[src/rtl/alu_pkg.sv]
// Shared definitions for the sequential divider.
//   DIV_WIDTH   : default operand/result width
//   DIV_LATENCY : start edge to result-valid, in clock cycles
//   div_state_t : divider control states
package alu_pkg;

    localparam int unsigned DIV_WIDTH   = 32;
    localparam int unsigned DIV_LATENCY = DIV_WIDTH + 1;

    typedef enum logic [1:0] {
        IDLE = 2'd0,
        RUN  = 2'd1,
        DONE = 2'd2
    } div_state_t;

endpackage

[src/rtl/add_sub_33.sv]
// Trial subtractor for the restoring divider step.
//   a    : shifted partial remainder (W bits)
//   b    : divisor magnitude, zero-extended (W bits)
//   diff : a - b
//   neg  : sign bit of the difference (1 = trial failed)
module add_sub_33 #(
    parameter int unsigned W = 33
) (
    input  logic [W-1:0] a,
    input  logic [W-1:0] b,
    output logic [W-1:0] diff,
    output logic         neg
);

    always_comb begin
        diff = a - b;
        neg  = diff[W-1];
    end

endmodule

[src/rtl/div_seq_32.sv]
// Sequential signed restoring divider, one quotient bit per clock.
//   clock, resetn   : rising-edge clock, async active-low reset
//   ctrl_div        : start pulse; samples operands, aborts any running division
//   data_dividend   : signed dividend
//   data_divisor    : signed divisor
//   data_quotient   : signed quotient, truncated toward zero
//   data_remainder  : signed remainder, sign of the dividend
//   data_exception  : divide-by-zero flag
//   data_resultRDY  : one-cycle pulse, WIDTH+1 cycles after the start edge
//   busy            : high while in RUN or DONE
module div_seq_32
    import alu_pkg::*;
#(
    parameter int unsigned WIDTH = DIV_WIDTH
) (
    input  logic             clock,
    input  logic             resetn,
    input  logic             ctrl_div,
    input  logic [WIDTH-1:0] data_dividend,
    input  logic [WIDTH-1:0] data_divisor,
    output logic [WIDTH-1:0] data_quotient,
    output logic [WIDTH-1:0] data_remainder,
    output logic             data_exception,
    output logic             data_resultRDY,
    output logic             busy
);

    localparam int unsigned   CW        = $clog2(WIDTH);
    localparam logic [CW-1:0] LAST_STEP = CW'(WIDTH - 1);

    div_state_t state, state_nxt;

    logic [CW-1:0]    step_cnt;
    // {remainder[WIDTH:0], quotient[WIDTH-1:0]} as a single shift register
    logic [2*WIDTH:0] acc;
    logic [WIDTH-1:0] dvsr_mag;
    logic             q_neg;
    logic             r_neg;
    logic             dvsr_zero;

    logic [WIDTH-1:0] dvnd_mag_in;
    logic [WIDTH-1:0] dvsr_mag_in;
    logic [WIDTH:0]   trial_a;
    logic [WIDTH:0]   trial_diff;
    logic             trial_neg;
    logic             q_bit;
    logic [WIDTH-1:0] quo_mag;
    logic [WIDTH-1:0] rem_mag;

    always_comb begin
        dvnd_mag_in = data_dividend[WIDTH-1] ? -data_dividend : data_dividend;
        dvsr_mag_in = data_divisor[WIDTH-1]  ? -data_divisor  : data_divisor;
        // remainder part of acc after the 1-bit left shift
        trial_a     = acc[2*WIDTH-1:WIDTH-1];
        // a set remainder MSB would be shifted out: the true shifted value
        // then exceeds any divisor, so the trial succeeds
        q_bit       = acc[2*WIDTH] | ~trial_neg;
        quo_mag     = acc[WIDTH-1:0];
        rem_mag     = acc[2*WIDTH-1:WIDTH];
    end

    add_sub_33 #(
        .W(WIDTH + 1)
    ) u_sub (
        .a    (trial_a),
        .b    ({1'b0, dvsr_mag}),
        .diff (trial_diff),
        .neg  (trial_neg)
    );

    always_ff @(posedge clock or negedge resetn) begin
        if (!resetn) begin
            state <= IDLE;
        end else begin
            state <= state_nxt;
        end
    end

    always_comb begin
        state_nxt = state;
        if (ctrl_div) begin
            state_nxt = RUN;
        end else begin
            case (state)
                IDLE:    state_nxt = IDLE;
                RUN:     state_nxt = (step_cnt == LAST_STEP) ? DONE : RUN;
                DONE:    state_nxt = IDLE;
                default: state_nxt = IDLE;
            endcase
        end
    end

    assign busy = (state != IDLE);

    always_ff @(posedge clock or negedge resetn) begin
        if (!resetn) begin
            step_cnt       <= '0;
            acc            <= '0;
            dvsr_mag       <= '0;
            q_neg          <= 1'b0;
            r_neg          <= 1'b0;
            dvsr_zero      <= 1'b0;
            data_quotient  <= '0;
            data_remainder <= '0;
            data_exception <= 1'b0;
            data_resultRDY <= 1'b0;
        end else begin
            data_resultRDY <= (state == DONE);

            // results are registered out of DONE; a restart in the same
            // cycle still sees the finished acc (non-blocking update)
            if (state == DONE) begin
                // with a zero divisor every trial succeeds, so the remainder
                // ends up holding |dividend|; only the quotient needs forcing
                data_quotient  <= dvsr_zero ? '0 : (q_neg ? -quo_mag : quo_mag);
                data_remainder <= r_neg ? -rem_mag : rem_mag;
                data_exception <= dvsr_zero;
            end

            if (ctrl_div) begin
                acc       <= {{(WIDTH + 1){1'b0}}, dvnd_mag_in};
                dvsr_mag  <= dvsr_mag_in;
                q_neg     <= data_dividend[WIDTH-1] ^ data_divisor[WIDTH-1];
                r_neg     <= data_dividend[WIDTH-1];
                dvsr_zero <= (data_divisor == '0);
                step_cnt  <= '0;
            end else if (state == RUN) begin
                acc      <= q_bit ? {trial_diff, acc[WIDTH-2:0], 1'b1}
                                  : {acc[2*WIDTH-1:0], 1'b0};
                step_cnt <= step_cnt + 1'b1;
            end
        end
    end

endmodule

[config.mk]
export PLATFORM = sky130hd
export DESIGN_NAME = div_seq_32
export DESIGN_NICKNAME = d
export VERILOG_FILES = /design/src/rtl/alu_pkg.sv /design/src/rtl/add_sub_33.sv /design/src/rtl/div_seq_32.sv
export SDC_FILE = /design/constraint.sdc
export NUM_CORES = 1
export LEC_CHECK = 0
export ABC_AREA = 1
export CORE_UTILIZATION = 50
export CTS_BUF_LIST = sky130_fd_sc_hd__clkbuf_16
export CTS_CLUSTER_SIZE = 28
export DETAILED_ROUTE_END_ITERATION = 7
export GPL_TIMING_DRIVEN = 0
export PLACE_DENSITY = 0.72
export SLEW_MARGIN = 0
export SYNTH_ARGS = -nofsm -noshare
export SYNTH_HDL_FRONTEND = slang
export SYNTH_SLANG_ARGS = --single-unit
[constraint.sdc]
create_clock -name clock -period 2.6 [get_ports clock]
set_input_delay 0.39 -clock clock [delete_from_list [all_inputs] [get_ports clock]]
set_output_delay 0.39 -clock clock [all_outputs]
set_load 0.005 [all_outputs]
==> flow_results.org, run 1 <==
** Outcome
- The run finished with clean final reports.

** Final layout
- Excluding fillers, the count of instances in the completed layout stands at 2,414.
- Post-Layout Inst Area :: 0.0153 sq mm
- In the final layout, the multi-input gates occupy about 0.0073 sq mm.
- Register area :: ~0.0043 sq mm
- In the final design database the tool counted approximately 2,200 nets.
- In the final layout, the share of cells above drive strength 1 is 0.0619.
- The repair_antennas step left the layout with diodes totalling 0.
- Fill cells in the final layout number between 2,000 and 2,500.
- Layout area overhead :: 18.9%

** Clock network
- CTS H-tree depth :: 4
- After clock tree synthesis, the clock-pin slew on the worst setup and hold paths is approximately 0.07 ns.
- The tree is rooted in a clkbuf_16.
- Clock latency on the worst-skew pair, taken at its later pin, is 0.44 ns.
- Clock sinks :: about 170
- TritonCTS clock tree :: done
- Buffers inserted during clock tree synthesis total 17.
- Clk buf depth :: 2

** Detailed routing
- After detailed routing, the average wire length per cell comes to approximately 17 um.
- The first routing iteration left roughly 1,200 violations.
- Number of vias per cell :: 5.47
- After detailed routing, the number of remaining DRC violations is 0.
- The detailed router placed around 13,000 vias in this run.
- The count of nets left with antenna violations once routing finished came out at 0.
- Summed over all layers, the routed wires come to between 40 and 50 mm.
- The first detailed-routing pass ran for 5 iterations.

** Synthesis
- After technology mapping, the gate count stands at 1,914.
- Counting flops with a built-in enable in the synthesized netlist gives 0.
- Synthesis produced a netlist with a net count of ~2,000.
- Yosys printed 0 warnings.
- Biggest area consumer among synthesized cells :: dfrtp_1
- Among all cell types in the netlist, the one instantiated most often is nand2_1.
- Register area share after synthesis :: 0.336
- After synthesis the netlist holds a flip-flop and latch count of between 150 and 200.
- By count the netlist is led by 583 x nand2_1, 249 x inv_1, 183 x nand3_1, 173 x dfrtp_1, 168 x nor2_1.
- Most used flip-flop cell after synthesis :: dfrtp_1
- Dividing the synthesized area by the synthesized cell count gives 6.72 sq um.
- By area the synthesized netlist is led by dfrtp_1 34%, nand2_1 17%, inv_1 7.3%, nand3_1 7.1%, nor2_1 4.9%.
- The share of synthesized area in the top cell type comes to 0.336.
- Counting distinct cell types in the post-synthesis netlist gives 58.
- Summed instance area of the synthesized netlist :: between 0.01 and 0.015 sq mm
- Fraction of registers with async set/reset :: 1.00

** Power and ir drop
- In this run the static leakage power is roughly 0.0077 uW.
- VDD IR max :: 0.000526 V
- Dividing total power by cell area gives a power density of about 860 mW/mm^2.

** Placement
- The HPWL after detailed placement is 32.2 mm.
- In this run the cell area measured after placement is 0.0146 sq mm.
- Placed cells :: approximately 2,400
- Number of buffer cells added on primary ports :: ~130
- At the end of routability-driven placement, the weighted congestion stood at ~0.91.
- Timing analysis after detailed placement gives a worst setup slack of -0.190 ns.

** GRT
- Number of antenna violations at the first check in global routing :: 0
- The number of global-route vias before repair is ~12,000.
- The first global-routing pass estimated ~64 mm of wire.
- Entering global routing, the biggest net connects 94 pins.
- Sum of overflow across all layers after global routing :: 0
- Across every metal layer, demand over resource in global routing totals 0.315.

** Floorplan
- Measured along the y axis, the die boundary spans ~160 um.
- Number of top-level design ports :: approximately 130
- Measured along the x axis, the die boundary spans around 160 um.
- Initial standard-cell utilization of the core :: 0.511
- The core region is between 0.02 and 0.03 sq mm.
- The die covers between 0.02 and 0.03 sq mm.
- Count of standard-cell rows :: 58

** Timing
- Tightest slew margin relative to the limit :: 0.402
- Final WS setup :: about 0.12 ns
- Min Clock Period, post-route :: roughly 2.5 ns
- Setup repair after global routing missed its margin :: false
- Based on the critical path, the design can be clocked at up to about 400 MHz.
- Dividing the final minimum period by the clock period gives 0.954.
- Adding up every negative setup slack in the final design gives 0 ns.
- The clock arrives with 0.0135 ns of skew.
- Pin slew with the least headroom to its limit :: roughly 0.90 ns
- The final-report max-slew violation count came to 0.
- The final hold violation count was 0.
- Setup violations remaining at the end of the flow were counted as 0.

** Critical path
- STA puts the critical path data required time at between 2 and 3 ns.
- Element type at the critical path start :: flip-flop
- Startpoint-to-endpoint class of the critical path :: reg2reg
- At the worst endpoint, the arrival time is 2.80 ns.
- Along the worst path, the maximum fanout reaches 6.
- Internal reg-to-reg setup slack :: between 0.1 and 0.15 ns
- Worst setup EP type :: flip-flop

** Run
- Max Cap Viol :: 0

** Worst hold path
- Worst Hold Class :: reg2reg
## critical path: stages (launching register included)
cell and delay [ns]:
dfrtp_1 0.38, inv_2 0.09, ha_2 0.21, fa_2 0.35, inv_1 0.07, nand2_1 0.06
nand2_2 0.07, nand3_1 0.08, nand2_2 0.13, nand2_2 0.08, nand2_4 0.09, nand2_4 0.07
nand2_4 0.09, nand2_4 0.07, nand2_8 0.13, buf_8 0.15, nand3_1 0.07, nand3_1 0.09
nand2_1 0.07
## final cells by class
| cell class | instances | share of cell area |
|---|---|---|
| Multi-Input combinational cell | 1419 | 0.474 |
| Timing Repair Buffer | 138 | 0.0922 |
| Sequential cell | 173 | 0.283 |
| Clock inverter | 15 | 0.0115 |
| Inverter | 259 | 0.0635 |
| Clock buffer | 17 | 0.0278 |
| Buffer | 63 | 0.0208 |
| Tap cell | 330 | 0.0270 |
## path summary, 6_finish.rpt
path	start	to	cells after the start
max in group asynchronous	resetn	state[1]	3
hold reg to reg	step_cnt[3]	step_cnt[3]	1
min in group asynchronous	resetn	data_remainder[9]	2
setup reg to reg	acc[31]	acc[35]	18
hold / removal	step_cnt[3]	step_cnt[3]	1
setup / recovery	acc[31]	acc[35]	18
## registers in the layout, summed over array words and instances (netlist names)
signal,flops
dvsr_mag,32
data_resultRDY,1
data_remainder,32
r_neg,1
dvsr_zero,1
data_exception,1
data_quotient,32
acc,65
step_cnt,5
state,2
q_neg,1
## placed cells by master (no fill, tap or decap), types with 4 or more instances in the layout
master and n:
a21oi_1 48, a31oi_1 7, buf_1 11, buf_2 6
buf_4 5, clkbuf_1 38, clkbuf_16 18, clkdlybuf4s50_1 131
clkinv_1 4, dfrtp_1 173, ha_1 37, inv_1 247
inv_2 9, inv_6 6, nand2_1 582, nand2_2 10
nand2_4 4, nand3_1 183, nand3_2 23, nand3b_1 14
nand4_1 19, nor2_1 168, nor2_2 7, nor3_1 26
nor4_1 5, o211ai_1 6, o21ai_0 123, o21ai_1 8
o21bai_1 8, o221ai_1 21, o22ai_1 9, o31ai_1 5
or2_0 4, or2_2 7, xnor2_1 20, xor2_1 39
## kinds of logic (layout without fill, tap and decap cells)
family          after synthesis  count (layout)  synth area share
compound gates              257             257             0.119
xor+xnor                     59              59            0.0402
fa+ha+maj                    39              39            0.0385
buf+inv                     322             492             0.100
flops                       173             173             0.336
simple gates               1064            1064             0.366
## where the power goes
group	total [uW]	leakage (uW)	switching [uW]	internal, uW
combinational	6870	0.00513	4370	2500
clock	2680	0.000294	1230	1450
sequential	3600	0.00225	562	3040
total	13200	0.00767	6170	6990
## repair_timing
item / CTS / global route
hold buffers: 1 / 0
resized for setup: 2 / 5
endpoints found under the hold margin: 70 / 0
setup buffers: 0 / 3
cloned: 0 / 1
setup endpoints to repair: 22 / 35
pin swaps: 1 / 2
## metrics by stage
step	hold WS [ns]	power, uW	util
3_5_place_dp	0.418	10200	0.581
5_1_grt	0.473	14100	0.608
3_3_place_gp	0.447	10100	0.580
2_1_floorplan	0.0944	8380	-
6_report	0.469	13200	0.608
4_1_cts	0.464	12900	0.605
## per-layer routing
metal	part of all wire	up-vias	track usage
li1	-	6502	-
met1	0.47	6072	0.464
met2	0.42	568	0.456
met3	0.094	52	0.0708
met4	0.020	0	0.0969
met5	0	-	0
Note: power is estimated with default switching activity, not from simulation.
==> run 2, diff against run 1 <==
CORE_MARGIN = 2   (was unset)
==> run 2 against run 1 <==
  * Register-to-register slack improved by 0.02 ns
  * Combinational power increased by 2%
  * Total power increased by 0.80%
  * First-iteration DRC count increased by 20%
  * Worst hold slack got worse by 0.0017 ns
  * Clock skew decreased by 0.00093 ns
  * Cell count decreased by 0.17%
  * Die area increased by 2.5%
  * Clock power about the same
==> flow_results.org, run 2 (synthesis gave the netlist of run 1 again) <==
** Outcome
- The run finished with clean final reports.

** Floorplan
- Count of standard-cell rows :: 58 (unchanged)
- The die span in y came to 164 um (+1.2%).
- Initial standard-cell utilization of the core :: 0.510 (-0.00147)
- Number of top-level design ports :: 134 (unchanged)
- The total die area was 0.0270 sq mm (+2.5%).
- DIE WIDTH :: 164 um (+1.2%)
- The core area is 0.0253 sq mm (+0.29%).

** Run
- Max Cap Viol :: 0 (unchanged)

** Power and ir drop
- Part of the total power dissipated in the clock network :: 0.200 (-0.004)
- The internal cell power came to 7090 uW (+1.4%).
- The fraction of power spent switching nets came to 0.466 (-0.00298).
- Seq pwr share :: 0.272 (-0.002)
- The areal power density over the cells was 867 mW/mm^2 (+0.85%).
- Total power after layout :: 13,300 uW (+0.80%)
- The total leakage power came to 0.00766 uW (-0.17%).
- Switching component of the power :: 6170 uW (+0.16%)
- The combinational share of power was 0.528 (+0.006).
- VDD IR max :: 0.000483 V (-8.3%)

** Final layout
- Total inserted antenna cells :: 0 (unchanged)
- The area growth from synthesis to layout came to 18.9% (about the same).
- The number of filler instances in the final layout is 2,429 (+1.5%).
- The total number of nets in the final design came to 2,175 (-0.092%).
- The library cell used most frequently in the layout, excluding fill and tap cells, is nand2_1.
- Flip-flop count of the largest register, all copies and words added :: 65 (unchanged)
- The fraction of final layout cells sized beyond drive strength 1 is 0.0615 (-0.000362).
- The register with the most flip-flops in the final layout is acc.
- In the layout the commonest cells are 580 x nand2_1, 248 x inv_1, 183 x nand3_1, 172 x dfrtp_1, 168 x nor2_1.
- Final core utilization :: 0.606 (-0.00204)

** Placement
- The setup slack after placement came to -0.196 ns (-0.00573 ns).
- The final RePlAce weighted congestion was 0.940 (+3.3%).
- The total of buffers placed on input and output ports is 132 (unchanged).
- Placed wire-length estimate :: 32.4 mm (+0.67%)

** Clock network
- The number of sinks handled by clock tree synthesis is 173 (unchanged).
- In this run the clock root is driven by a clkbuf_16.
- CTS buffer count :: 17 (unchanged)
- The maximum clock insertion buffer count is 2 (unchanged).
- CTS H-tree depth :: 4 (unchanged)
- TritonCTS built the clock tree.
- Clock-pin transition on the worst setup and hold timing paths :: 0.07 ns (about the same)
- The latest clock arrival within the worst-skew pair came to 0.43 ns (about the same).

** Worst hold path
- Worst Hold End :: step_cnt[3]
- Worst Hold Class :: reg2reg
- The number of cells traversed by the worst hold path came to 1 (unchanged).
- In this run the most critical hold path is launched from step_cnt[3].

** Critical path
- The required time of the critical path came to 2.91 ns (about the same).
- CP max FO :: 10 (+4)
- FF-to-FF path depth :: 13 (-5)
- Worst setup EP type :: flip-flop
- Element type at the critical path start :: flip-flop
- Internal reg-to-reg setup slack :: 0.14 ns (+0.02 ns)
- The worst register-to-register path begins at acc[56].
- Arrival time at the worst endpoint :: 2.77 ns (-0.03 ns)
- The endpoint identified for the worst register-to-register timing path is acc[36].
- Startpoint-to-endpoint class of the critical path :: reg2reg

** Timing
- Max frequency :: 406 MHz (+0.76%)
- The setup TNS is 0 ns (unchanged).
- Min Clock Period, post-route :: 2.46 ns (-0.0186 ns)
- Number of hold-slack violations in the final timing report :: 0 (unchanged)
- The minimum setup slack in the final design was 0.139 ns (+0.0186 ns).
- The pin slew with the least headroom to its limit was 0.859 ns (-0.0373 ns).
- The worst hold slack is 0.467 ns (-0.00167 ns).
- Setup repair after global routing missed its margin :: false
- Pins Over Slew Limit :: 0 (unchanged)
- Final setup violation count :: 0 (unchanged)
- Worst-case clock skew :: 0.0125 ns (-0.000935 ns)
- Period utilisation layout :: 0.946 (-0.00717)
- The headroom to the max-slew limit came to 0.427 (+0.0249).

** GRT
- Sum of overflow across all layers after global routing :: 0 (unchanged)
- Largest net degree at the start of global routing :: 110 (+17%)
- First-pass GRT wire length :: 64.6 mm (+0.37%)
- The number of antenna violations at the first check in global routing was 0 (unchanged).
- Vias in the first global route :: 12,200 (+0.48%)
- The overall global routing resource usage is 0.309 (-0.00603).

** Detailed routing
- The first-iteration detailed-routing DRC count was 1,394 (+20%).
- The final antenna-violating net count was 0 (unchanged).
- Final Routed Wirelength :: 41.4 mm (+2.0%)
- The total DRC errors in the routed layout came to 0 (unchanged).
- The routed via count divided by cell count is 5.49 (+0.45%).
- Wirelength per Cell :: 17.2 um (+2.1%)
- Detailed Routing Iterations Pass 1 :: 5 (unchanged)
- The total number of vias came to 13,200 (+0.28%).
run 2: cell count changes in the layout (fill, tap and decap cells not counted), sizes merged:
cell	before	now
inv	264	261
clkinv	7	8
clkinvlp	1	0
buf	30	28
bufinv	2	3
run 2: worst max-delay path, cell delays in order (launching register included):
cell     delay, ns
dfrtp_1       0.51
ha_2          0.44
nand2_1       0.10
nor2_1        0.23
nand2_1       0.12
nor2_2        0.16
nand2_4       0.08
nand2_4       0.09
nand2_4       0.07
nand2_8       0.12
buf_8         0.16
nand3_1       0.08
nand3_1       0.11
nand2_1       0.06
run 2: worst max-delay path by stage:
stage	depth (start not counted)	start	end	slack (ns)
floorplan	18	acc[31]	acc[55]	0.45
global placement	1	resetn	acc[6]	-5.96
global route	14	acc[56]	acc[34]	0.00007
detailed placement	16	acc[32]	acc[62]	-0.20
CTS	18	acc[31]	acc[36]	0.006
finish	13	acc[56]	acc[36]	0.14
run 2: metrics by stage:
step	cells	cell area, sq um
after global placement	2376	14600
after detailed placement	2377	14600
final	2410	15300
after global routing	2410	15300
after floorplan	1914	12900
after CTS	2408	15200
run 2: power groups by stage:
stage	combinational, uW	clock [uW]	sequential [uW]
finish	7000	2660	3600
global route	7730	2790	3640
CTS	6700	2680	3570
detailed placement	6620	0	3620
global placement	6500	0	3610
floorplan	4980	0	3400
run 2: repair_timing:
action	in CTS	in global routing
hold buffers	1	0
resized for setup	4	11
endpoints found under the hold margin	64	0
setup buffers	0	1
setup endpoints to repair	7	34
cloned	0	1
pin swaps	0	1
run 2: metal layers:
layer | vias up | GRT usage | wire length (um)
met5 | - | 0 | 0
met4 | 0 | 0.0850 | 854
met3 | 53 | 0.0560 | 3770
met2 | 559 | 0.452 | 17400
met1 | 6118 | 0.468 | 19400
li1 | 6501 | - | -
run 2: layout make-up:
cell class / instances / area, sq um / share of cell area
Timing Repair Buffer: 136 / 1400 / 0.0913
Multi-Input combinational cell: 1419 / 7270 / 0.475
Inverter: 259 / 972 / 0.0635
Clock buffer: 17 / 425 / 0.0278
Clock inverter: 13 / 165 / 0.0108
Tap cell: 330 / 413 / 0.0270
Sequential cell: 173 / 4330 / 0.283
Buffer: 63 / 325 / 0.0213
